==> src/rtl/serial_comparator.sv <==
// Bit-serial magnitude comparator: walks operands MSB first, one bit per clock,
// reporting less/greater/equal and how many bit positions were examined.

module serial_comparator_bitcmp (
  input  logic i_a,
  input  logic i_b,
  input  logic i_inv,
  output logic o_lt,
  output logic o_gt
);
  logic w_a_only;
  logic w_b_only;

  assign w_a_only = i_a & ~i_b;
  assign w_b_only = ~i_a & i_b;

  // Sign bit of a two's-complement operand carries negative weight, so its sense flips.
  assign o_lt = i_inv ? w_a_only : w_b_only;
  assign o_gt = i_inv ? w_b_only : w_a_only;
endmodule

module serial_comparator #(
  parameter int W          = 8,
  parameter bit EARLY_EXIT = 1'b1
) (
  input  logic                   clk,
  input  logic                   rst,
  input  logic                   start,
  input  logic [W-1:0]           a,
  input  logic [W-1:0]           b,
  input  logic                   is_signed,
  output logic                   busy,
  output logic                   done,
  output logic                   L,
  output logic                   G,
  output logic                   E,
  output logic [$clog2(W+1)-1:0] nbits
);
  localparam int IW = $clog2(W);
  localparam int NW = $clog2(W+1);

  typedef enum logic {ST_IDLE, ST_RUN} state_t;

  state_t          r_state;
  state_t          w_state_nx;
  logic [W-1:0]    r_a;
  logic [W-1:0]    r_b;
  logic            r_sgn;
  logic [IW-1:0]   r_idx;
  logic            r_lt;
  logic            r_gt;
  logic            r_done;
  logic            r_L;
  logic            r_G;
  logic            r_E;
  logic [NW-1:0]   r_nbits;

  logic            w_accept;
  logic            w_finish;
  logic            w_inv;
  logic            w_lt;
  logic            w_gt;
  logic            w_new;
  logic            w_last;
  logic            w_lt_fin;
  logic            w_gt_fin;
  logic [NW-1:0]   w_nbits;

  assign w_inv  = r_sgn & (r_idx == IW'(W-1));
  assign w_last = (r_idx == '0);

  serial_comparator_bitcmp u_bitcmp (
    .i_a  (r_a[r_idx]),
    .i_b  (r_b[r_idx]),
    .i_inv(w_inv),
    .o_lt (w_lt),
    .o_gt (w_gt)
  );

  // Only the first differing bit counts; once decided, later bits are ignored.
  assign w_new    = (w_lt | w_gt) & ~(r_lt | r_gt);
  assign w_lt_fin = r_lt | (w_new & w_lt);
  assign w_gt_fin = r_gt | (w_new & w_gt);
  assign w_nbits  = EARLY_EXIT ? (NW'(W) - NW'(r_idx)) : NW'(W);

  always_ff @(posedge clk) begin
    if (rst) r_state <= ST_IDLE;
    else     r_state <= w_state_nx;
  end

  always_comb begin
    w_state_nx = r_state;
    w_accept   = 1'b0;
    w_finish   = 1'b0;
    case (r_state)
      ST_IDLE: begin
        if (start) begin
          w_accept   = 1'b1;
          w_state_nx = ST_RUN;
        end
      end
      ST_RUN: begin
        if (w_last || (EARLY_EXIT && w_new)) begin
          w_finish   = 1'b1;
          w_state_nx = ST_IDLE;
        end
      end
      default: w_state_nx = ST_IDLE;
    endcase
  end

  always_ff @(posedge clk) begin
    if (rst) begin
      r_a     <= '0;
      r_b     <= '0;
      r_sgn   <= 1'b0;
      r_idx   <= '0;
      r_lt    <= 1'b0;
      r_gt    <= 1'b0;
      r_done  <= 1'b0;
      r_L     <= 1'b0;
      r_G     <= 1'b0;
      r_E     <= 1'b0;
      r_nbits <= '0;
    end else begin
      r_done <= w_finish;
      if (w_accept) begin
        r_a   <= a;
        r_b   <= b;
        r_sgn <= is_signed;
        r_idx <= IW'(W-1);
        r_lt  <= 1'b0;
        r_gt  <= 1'b0;
        r_L   <= 1'b0;
        r_G   <= 1'b0;
        r_E   <= 1'b0;
      end else if (r_state == ST_RUN) begin
        r_lt  <= w_lt_fin;
        r_gt  <= w_gt_fin;
        r_idx <= r_idx - IW'(1);
        // Published results stay frozen until the next accepted start.
        if (w_finish) begin
          r_L     <= w_lt_fin;
          r_G     <= w_gt_fin;
          r_E     <= ~(w_lt_fin | w_gt_fin);
          r_nbits <= w_nbits;
        end
      end
    end
  end

  assign busy  = (r_state == ST_RUN);
  assign done  = r_done;
  assign L     = r_L;
  assign G     = r_G;
  assign E     = r_E;
  assign nbits = r_nbits;
endmodule

==> config.mk <==
export PLATFORM = sky130hd
export DESIGN_NAME = serial_comparator
export DESIGN_NICKNAME = d
export VERILOG_FILES = /design/src/rtl/serial_comparator.sv
export SDC_FILE = /design/constraint.sdc
export NUM_CORES = 1
export LEC_CHECK = 0
export ABC_CLOCK_PERIOD_IN_PS = 7150
export BUFFER_PORTS_ARGS = -buffer_cell sky130_fd_sc_hd__buf_4
export CAP_MARGIN = 20
export CELL_PAD_IN_SITES_DETAIL_PLACEMENT = 1
export CELL_PAD_IN_SITES_GLOBAL_PLACEMENT = 2
export CORE_MARGIN = 2
export CORE_UTILIZATION = 35
export CTS_BUF_LIST = sky130_fd_sc_hd__clkbuf_2 sky130_fd_sc_hd__clkbuf_4 sky130_fd_sc_hd__clkbuf_8
export CTS_CLUSTER_DIAMETER = 50
export DETAILED_ROUTE_END_ITERATION = 8
export PLACE_DENSITY_LB_ADDON = 0.1
export SLEW_MARGIN = 5
export SYNTH_ARGS = -nofsm -noshare
export SYNTH_HDL_FRONTEND = slang
export SYNTH_HIERARCHICAL = 1
export SYNTH_SLANG_ARGS = --single-unit
export TNS_END_PERCENT = 20
==> constraint.sdc <==
create_clock -name clk -period 7.15 [get_ports clk]
set_input_delay 0.715 -clock clk [delete_from_list [all_inputs] [get_ports clk]]
set_output_delay 0.715 -clock clk [all_outputs]
set_load 0.1 [all_outputs]
Yosys cells after proc, flatten, opt, wreduce, memory -nomap -nowiden
Index checks and enable logic that the tools add are counted.
{"block": "totals", "register_bits": 31, "output_inout_bits": 9, "elab_cells": 53, "inputBits": 20}
{"block": "op_classes", "n_eq_ne": 1, "order_cmp": 1, "n_bitwise": 17, "add_sub_neg": 2, "reduce_logical": 6, "muxes": 14}
{"cell": "$mux W1", "count": 9}
{"cell": "$and A1 B1 Y1", "count": 6}
{"cell": "$bmux W1 S3", "count": 2}
{"cell": "$mux W3", "count": 2}
{"cell": "$not A1 Y1", "count": 6}
{"cell": "$or A1 B1 Y1", "count": 5}
{"cell": "$lt A3 B4 Y1 const B", "count": 1}
{"cell": "$sub A4 B3 Y4 const A", "count": 1}
{"cell": "$eq A3 B3 Y1 const B", "count": 1}
{"cell": "$logic_not A3 Y1", "count": 1}
{"cell": "$reduce_and A3 Y1", "count": 1}
{"cell": "$sub A3 B1 Y3 const B", "count": 1}
{"cell": "$pmux W1 S2", "count": 1}
{"cell": "$reduce_and A2 Y1", "count": 1}
{"cell": "$reduce_bool A2 Y1", "count": 1}
{"cell": "$reduce_or A2 Y1", "count": 1}
{"cell": "$logic_or A1 B1 Y1", "count": 1}

Longest topological paths before layout
{"block": "logic_depth", "ltp_word": 11, "mapped_depth": 11, "ltp_nobuf": 9}

Hierarchy
The synthesis kept the hierarchy.
{"mod": "serial_comparator", "area_per_inst_um2": 1375.1, "seq_area_each_um2": 620.6, "instances": 1, "cells_per_inst": 159}
{"mod": "serial_comparator_bitcmp", "area_per_inst_um2": 33.8, "seq_area_each_um2": 0.0, "instances": 1, "cells_per_inst": 4}

Least setup slack after synthesis
No wires, ideal clock.
{"block": "synth_timing", "kind": "flip-flop to flip-flop", "start": "register r_idx[0]", "end": "register r_G, in the netlist G", "path_buffers": 2, "required_time_ns": 7.023, "slack_ns": 4.744, "setup_time_ns": 0.127, "arrival_time_ns": 2.279, "path_stages_with_launch": 12, "cell_sequence": "dfxtp_1 > buf_2 > mux4_2 > nand2_1 > nand2_1 > or2b_1 > mux2i_1 > nor2_1 > o31ai_4 > and2_1 > buf_6 > o21ai_0"}
{"block": "synth_between", "elab_chain_cells": 11, "elab_cells_between_ends": 21, "cone_classes": "eq/ne (1); mux (8); bitwise (9); reduce/logical (3)"}
{"element": "start, declared", "line": "49", "text": "logic [IW-1:0] r_idx;"}
{"element": "start signal, assigned", "line": "131", "text": "r_idx <= IW'(W-1);"}
{"element": "start signal, assigned", "line": "140", "text": "r_idx <= r_idx - IW'(1);"}
{"element": "$bmux W1 S3 (on tied branches)", "line": "73, 74"}
{"element": "$mux W1 (on tied branches)", "line": "73, 74"}
{"element": "$not A1 Y1 (on tied branches)", "line": "15, 14"}
{"element": "$and A1 B1 Y1 (on tied branches)", "line": "15, 14"}
{"element": "$mux W1 *", "line": "18", "text": "assign o_lt = i_inv ? w_a_only : w_b_only;"}
{"element": "via w_lt", "line": "61", "text": "logic w_lt;"}
{"element": "$or A1 B1 Y1 *", "line": "81", "text": "assign w_new = (w_lt | w_gt) & ~(r_lt | r_gt);"}
{"element": "$and A1 B1 Y1 *", "line": "81"}
{"element": "$logic_or A1 B1 Y1", "line": "103", "text": "if (w_last || (EARLY_EXIT && w_new)) begin"}
{"element": "$mux W1", "line": "103"}
{"element": "$mux W1", "line": "95", "text": "case (r_state)"}
{"element": "$reduce_and A2 Y1 (no source line)"}
{"element": "end signal, assigned", "line": "144", "text": "r_G <= w_gt_fin;"}
{"element": "end, declared", "line": "54", "text": "logic r_G;"}
Mark *: on every way through the listed nets, which the timed path passes. The rest lies on a longest branch. The select of a mux whose other input is x is not followed.
A chain may end at the register's enable or synchronous reset.

Final worst setup path
{"block": "layout_timing", "start": "register r_idx[0]", "end": "register r_E, in the netlist E"}
{"block": "layout_between", "elab_chain_cells": 11, "elab_cells_between_ends": 25, "cone_classes": "eq/ne (1); mux (8); bitwise (13); reduce/logical (3)"}
{"element": "$bmux W1 S3 (on tied branches)", "line": "73, 74"}
{"element": "$mux W1 (on tied branches)", "line": "73, 74"}
{"element": "$not A1 Y1 (on tied branches)", "line": "15, 14"}
{"element": "$and A1 B1 Y1 (on tied branches)", "line": "15, 14"}
{"element": "$mux W1 *", "line": "18"}
{"element": "via w_lt", "line": "61"}
{"element": "$or A1 B1 Y1", "line": "81"}
{"element": "$and A1 B1 Y1", "line": "81"}
{"element": "$logic_or A1 B1 Y1 (tied with other cells)", "line": "103"}
{"element": "$mux W1 (tied with other cells)", "line": "103"}
{"element": "$mux W1 / $or A1 B1 Y1 (equally long branches)", "line": "95, 145"}
{"element": "$reduce_and A2 Y1 (no source line) / $not A1 Y1 (equally long branches)"}
{"element": "end signal, assigned", "line": "145", "text": "r_E <= ~(w_lt_fin | w_gt_fin);"}
{"element": "end, declared", "line": "55", "text": "logic r_E;"}
Marks and branches as above.

==> qor.json <==
{
  "global_routing": {
    "grt-ovfl-total": 0,
    "grt.total_usage_pct": 16.0,
    "grt_start_max_net_pins": 35,
    "antenna_found_initial": 0,
    "grt_pass1_wl_um": 5360,
    "first_global_vias": 1208
  },
  "setup_path": {
    "worst-path-buf-inv": 0,
    "critPathMaxStageDelay_ps": 580,
    "critical_path.most_common_cell": "nand2_1",
    "timing.critical_path.slowest_stage_cell": "dfxtp_1",
    "path_max_fanout": 10,
    "worst-setup-path-type": "reg -> reg",
    "cp-end-kind": "flop",
    "crit_arrival_ps": 2930,
    "crit_path_cell_trace": "mux4_2 -> nand2_1 -> nand2_1 -> or2b_1 -> mux2i_1 -> nor2_1 -> o31ai_4 -> and2_1 -> o32ai_1",
    "worst-endpoint-required_ps": 7290,
    "cp_top_family": "simple AND/OR/NAND/NOR gates",
    "worst_setup_path_start_kind": "flop"
  },
  "synthesis": {
    "mappedNetlistArea_mm2": 0.00141,
    "synth-simple-area-share_pct": 23.4,
    "syn_avg_cell_area_um2": 8.64,
    "synth_fp_nets": 187,
    "post_synth_xor_area_fraction_pct": 0.622,
    "yosys_register_bits": 31,
    "synth_seq_area_share_pct": 44.0,
    "netlist_instances": 163,
    "main_combinational_cell_family_by_area_after_synthesis": "simple AND/OR/NAND/NOR gates",
    "synth.area.mux_share_pct": 7.82,
    "number_of_warnings_issued_by_yosys": 6,
    "synthDistinctLibCells": 30,
    "synth-compound-area-share_pct": 14.2,
    "post_synth_fa_ha_maj_area_fraction_pct": 3.55
  },
  "clock_network": {
    "postCtsSetupRepairBufs": 0,
    "cts_htree_levels": 2,
    "tritoncts": "yes",
    "cts_made_buffers": 5,
    "clock_tree_root_driver_cell": "clkbuf_8",
    "clk_latency_ps": 280,
    "worst_setup_hold_path_clk_slew_ps": 60,
    "postCtsHoldBufs": 0,
    "clock-sinks": 31,
    "deepest_clock_path_buffer_count": 2,
    "post_cts.resized_instances": 0
  },
  "routing": {
    "routed-via-count": 1177,
    "vias_per_cell": 5.01,
    "drt-met1-wl_um": 1310,
    "detailedRoute.firstIterationViolations": 63,
    "highest-signal-layer": "met4",
    "final_antenna_net_count": 0,
    "drt_pass1_iterations": 4,
    "drc": 0,
    "met3RoutedLength_um": 167,
    "final_wirelength_um": 3100,
    "dr_wl_met2_um": 1600,
    "wire_length_per_cell_um": 13.2
  },
  "power": {
    "report.power.total_w": 0.000424,
    "power.density_mw_per_mm2": 250,
    "leakage_nw": 0.687,
    "vdd.ir_drop.worst_mv": 0.0828
  },
  "job": {
    "maxCapViolations": 0
  },
  "sta": {
    "max_freq_ghz": 0.358,
    "rsz0062_at_grt": "no",
    "slew_headroom_pct": 55.7,
    "layout_worst_path_cycle_share_pct": 39.1,
    "setup_total_negative_slack_ps": 0,
    "finalSetupViolations": 0,
    "fin_crit_ps": 2790,
    "finalHoldViolations": 0,
    "worstMarginPinSlew_ps": 663,
    "drv_slew": 0,
    "fin_worst_skew_ps": 5.09
  },
  "die": {
    "dieArea_mm2": 0.00455,
    "fp.dieH_um": 67.4,
    "initial_utilization_pct": 35.7,
    "rows": 23,
    "top_level_ports": 29,
    "die-width_um": 67.4,
    "fp.coreArea_mm2": 0.00394
  },
  "status": {
    "run_status": "finished clean"
  },
  "cells_and_area": {
    "flow.area_growth_from_synthesis_pct": 20.6,
    "mostFrequentLayoutCell": "nand2_1",
    "nNetsFinal": 210,
    "antenna-diode-count": 0,
    "layout-drive-gt1-share_pct": 22.7,
    "final_cell_mix": "42 x nand2_1, 31 x dfxtp_1, 29 x buf_4"
  },
  "placed_design": {
    "dp.final_hpwl_um": 2310,
    "final_weighted_congestion_of_routability_driven_global_placement": 0.745,
    "port_buffers": 28
  },
  "worst_hold_path": {
    "hold_class": "reg -> reg"
  }
}
==> worst register-to-register path, delay by kind of cell (launching register included) <==
family             cells  cell delay (ps)
muxes                  2              780
and+or+nand+nor        5              850
AOI/OAI and AO/OA      2              440
DFF                    1              580
==> kinds of logic after synthesis <==
| kind of cell | Yosys count |
|---|---|
| compound gates | 32 |
| xor+xnor | 1 |
| fa+ha+maj | 4 |
| buf+inv | 19 |
| flops | 31 |
| mux | 6 |
| simple gates | 70 |
==> synthesized netlist by cell type <==
cell type / instances / area share (%)
mux4_2: 4 / 6.4
or2b_1: 1 / 0.53
nor2b_1: 2 / 0.89
nand4b_1: 3 / 1.9
and3_1: 1 / 0.44
o2111ai_1: 2 / 1.2
xnor2_1: 1 / 0.62
inv_1: 6 / 1.6
and2_1: 1 / 0.44
nand4_1: 1 / 0.44
o31ai_4: 1 / 1.5
buf_4: 1 / 0.53
nor3_1: 6 / 2.1
and2b_2: 2 / 1.2
dfxtp_1: 31 / 44
buf_6: 1 / 0.80
o21ai_0: 5 / 1.8
o211a_1: 1 / 0.71
mux2i_1: 2 / 1.4
nand2b_1: 6 / 2.7
a21oi_1: 19 / 6.7
nor2_1: 3 / 0.80
nand3_1: 1 / 0.35
buf_2: 5 / 1.8
nand2_1: 42 / 11
o32ai_1: 1 / 0.62
ha_1: 4 / 3.6
a211oi_1: 3 / 1.6
clkbuf_1: 6 / 1.6
nor4_1: 1 / 0.44
==> path summary, 6_finish.rpt <==
kind,startpoint,endpoint,slack [ps],depth (start not counted)
worst max-delay path,r_idx[0],E,4360,9
worst min register to register,r_b[5],r_b[5],460,2
worst max register to register,r_idx[0],E,4360,9
worst min-delay path,r_b[5],r_b[5],460,2
==> sequential cells by signal (all words and copies together), names as in the netlist <==
name	cells
E	1
r_lt	1
nbits	4
r_a	8
done	1
r_idx	3
r_b	8
r_gt	1
busy	1
L	1
r_sgn	1
G	1
==> report_power, final <==
part	total (W)	internal (W)	switching (W)
Sequential	0.000199	0.000185	0.0000140
Combinational	0.0000978	0.0000356	0.0000622
Clock	0.000127	0.0000685	0.0000587
Total	0.000424	0.000289	0.000135
==> layer usage <==
metal | track usage [%] | vias up
li1 | - | 597
met1 | 17.6 | 549
met2 | 28.3 | 27
met3 | 5.67 | 4
met4 | 6.12 | 0
met5 | 0 | -
==> layout make-up <==
type | count | area, um2
Sequential cell | 31 | 621
Tap cell | 50 | 62.6
Inverter | 6 | 22.5
Clock buffer | 6 | 76.3
Fill cell | 470 | 2240
Multi-Input combinational cell | 113 | 699
Timing Repair Buffer | 29 | 218
==> stage by stage <==
step	util (%)	instance area, um2	setup slack, ps	cells	hold slack, ps
final	43.1	1700	4360	235	457
after global routing	43.1	1700	4120	235	490
after CTS	43.1	1700	4340	235	459
after detailed placement	41.2	1620	4340	229	451
after global placement	41.2	1620	4460	229	447
after floorplan	-	1410	4740	163	432
Note: power is estimated with default switching activity, not from simulation.
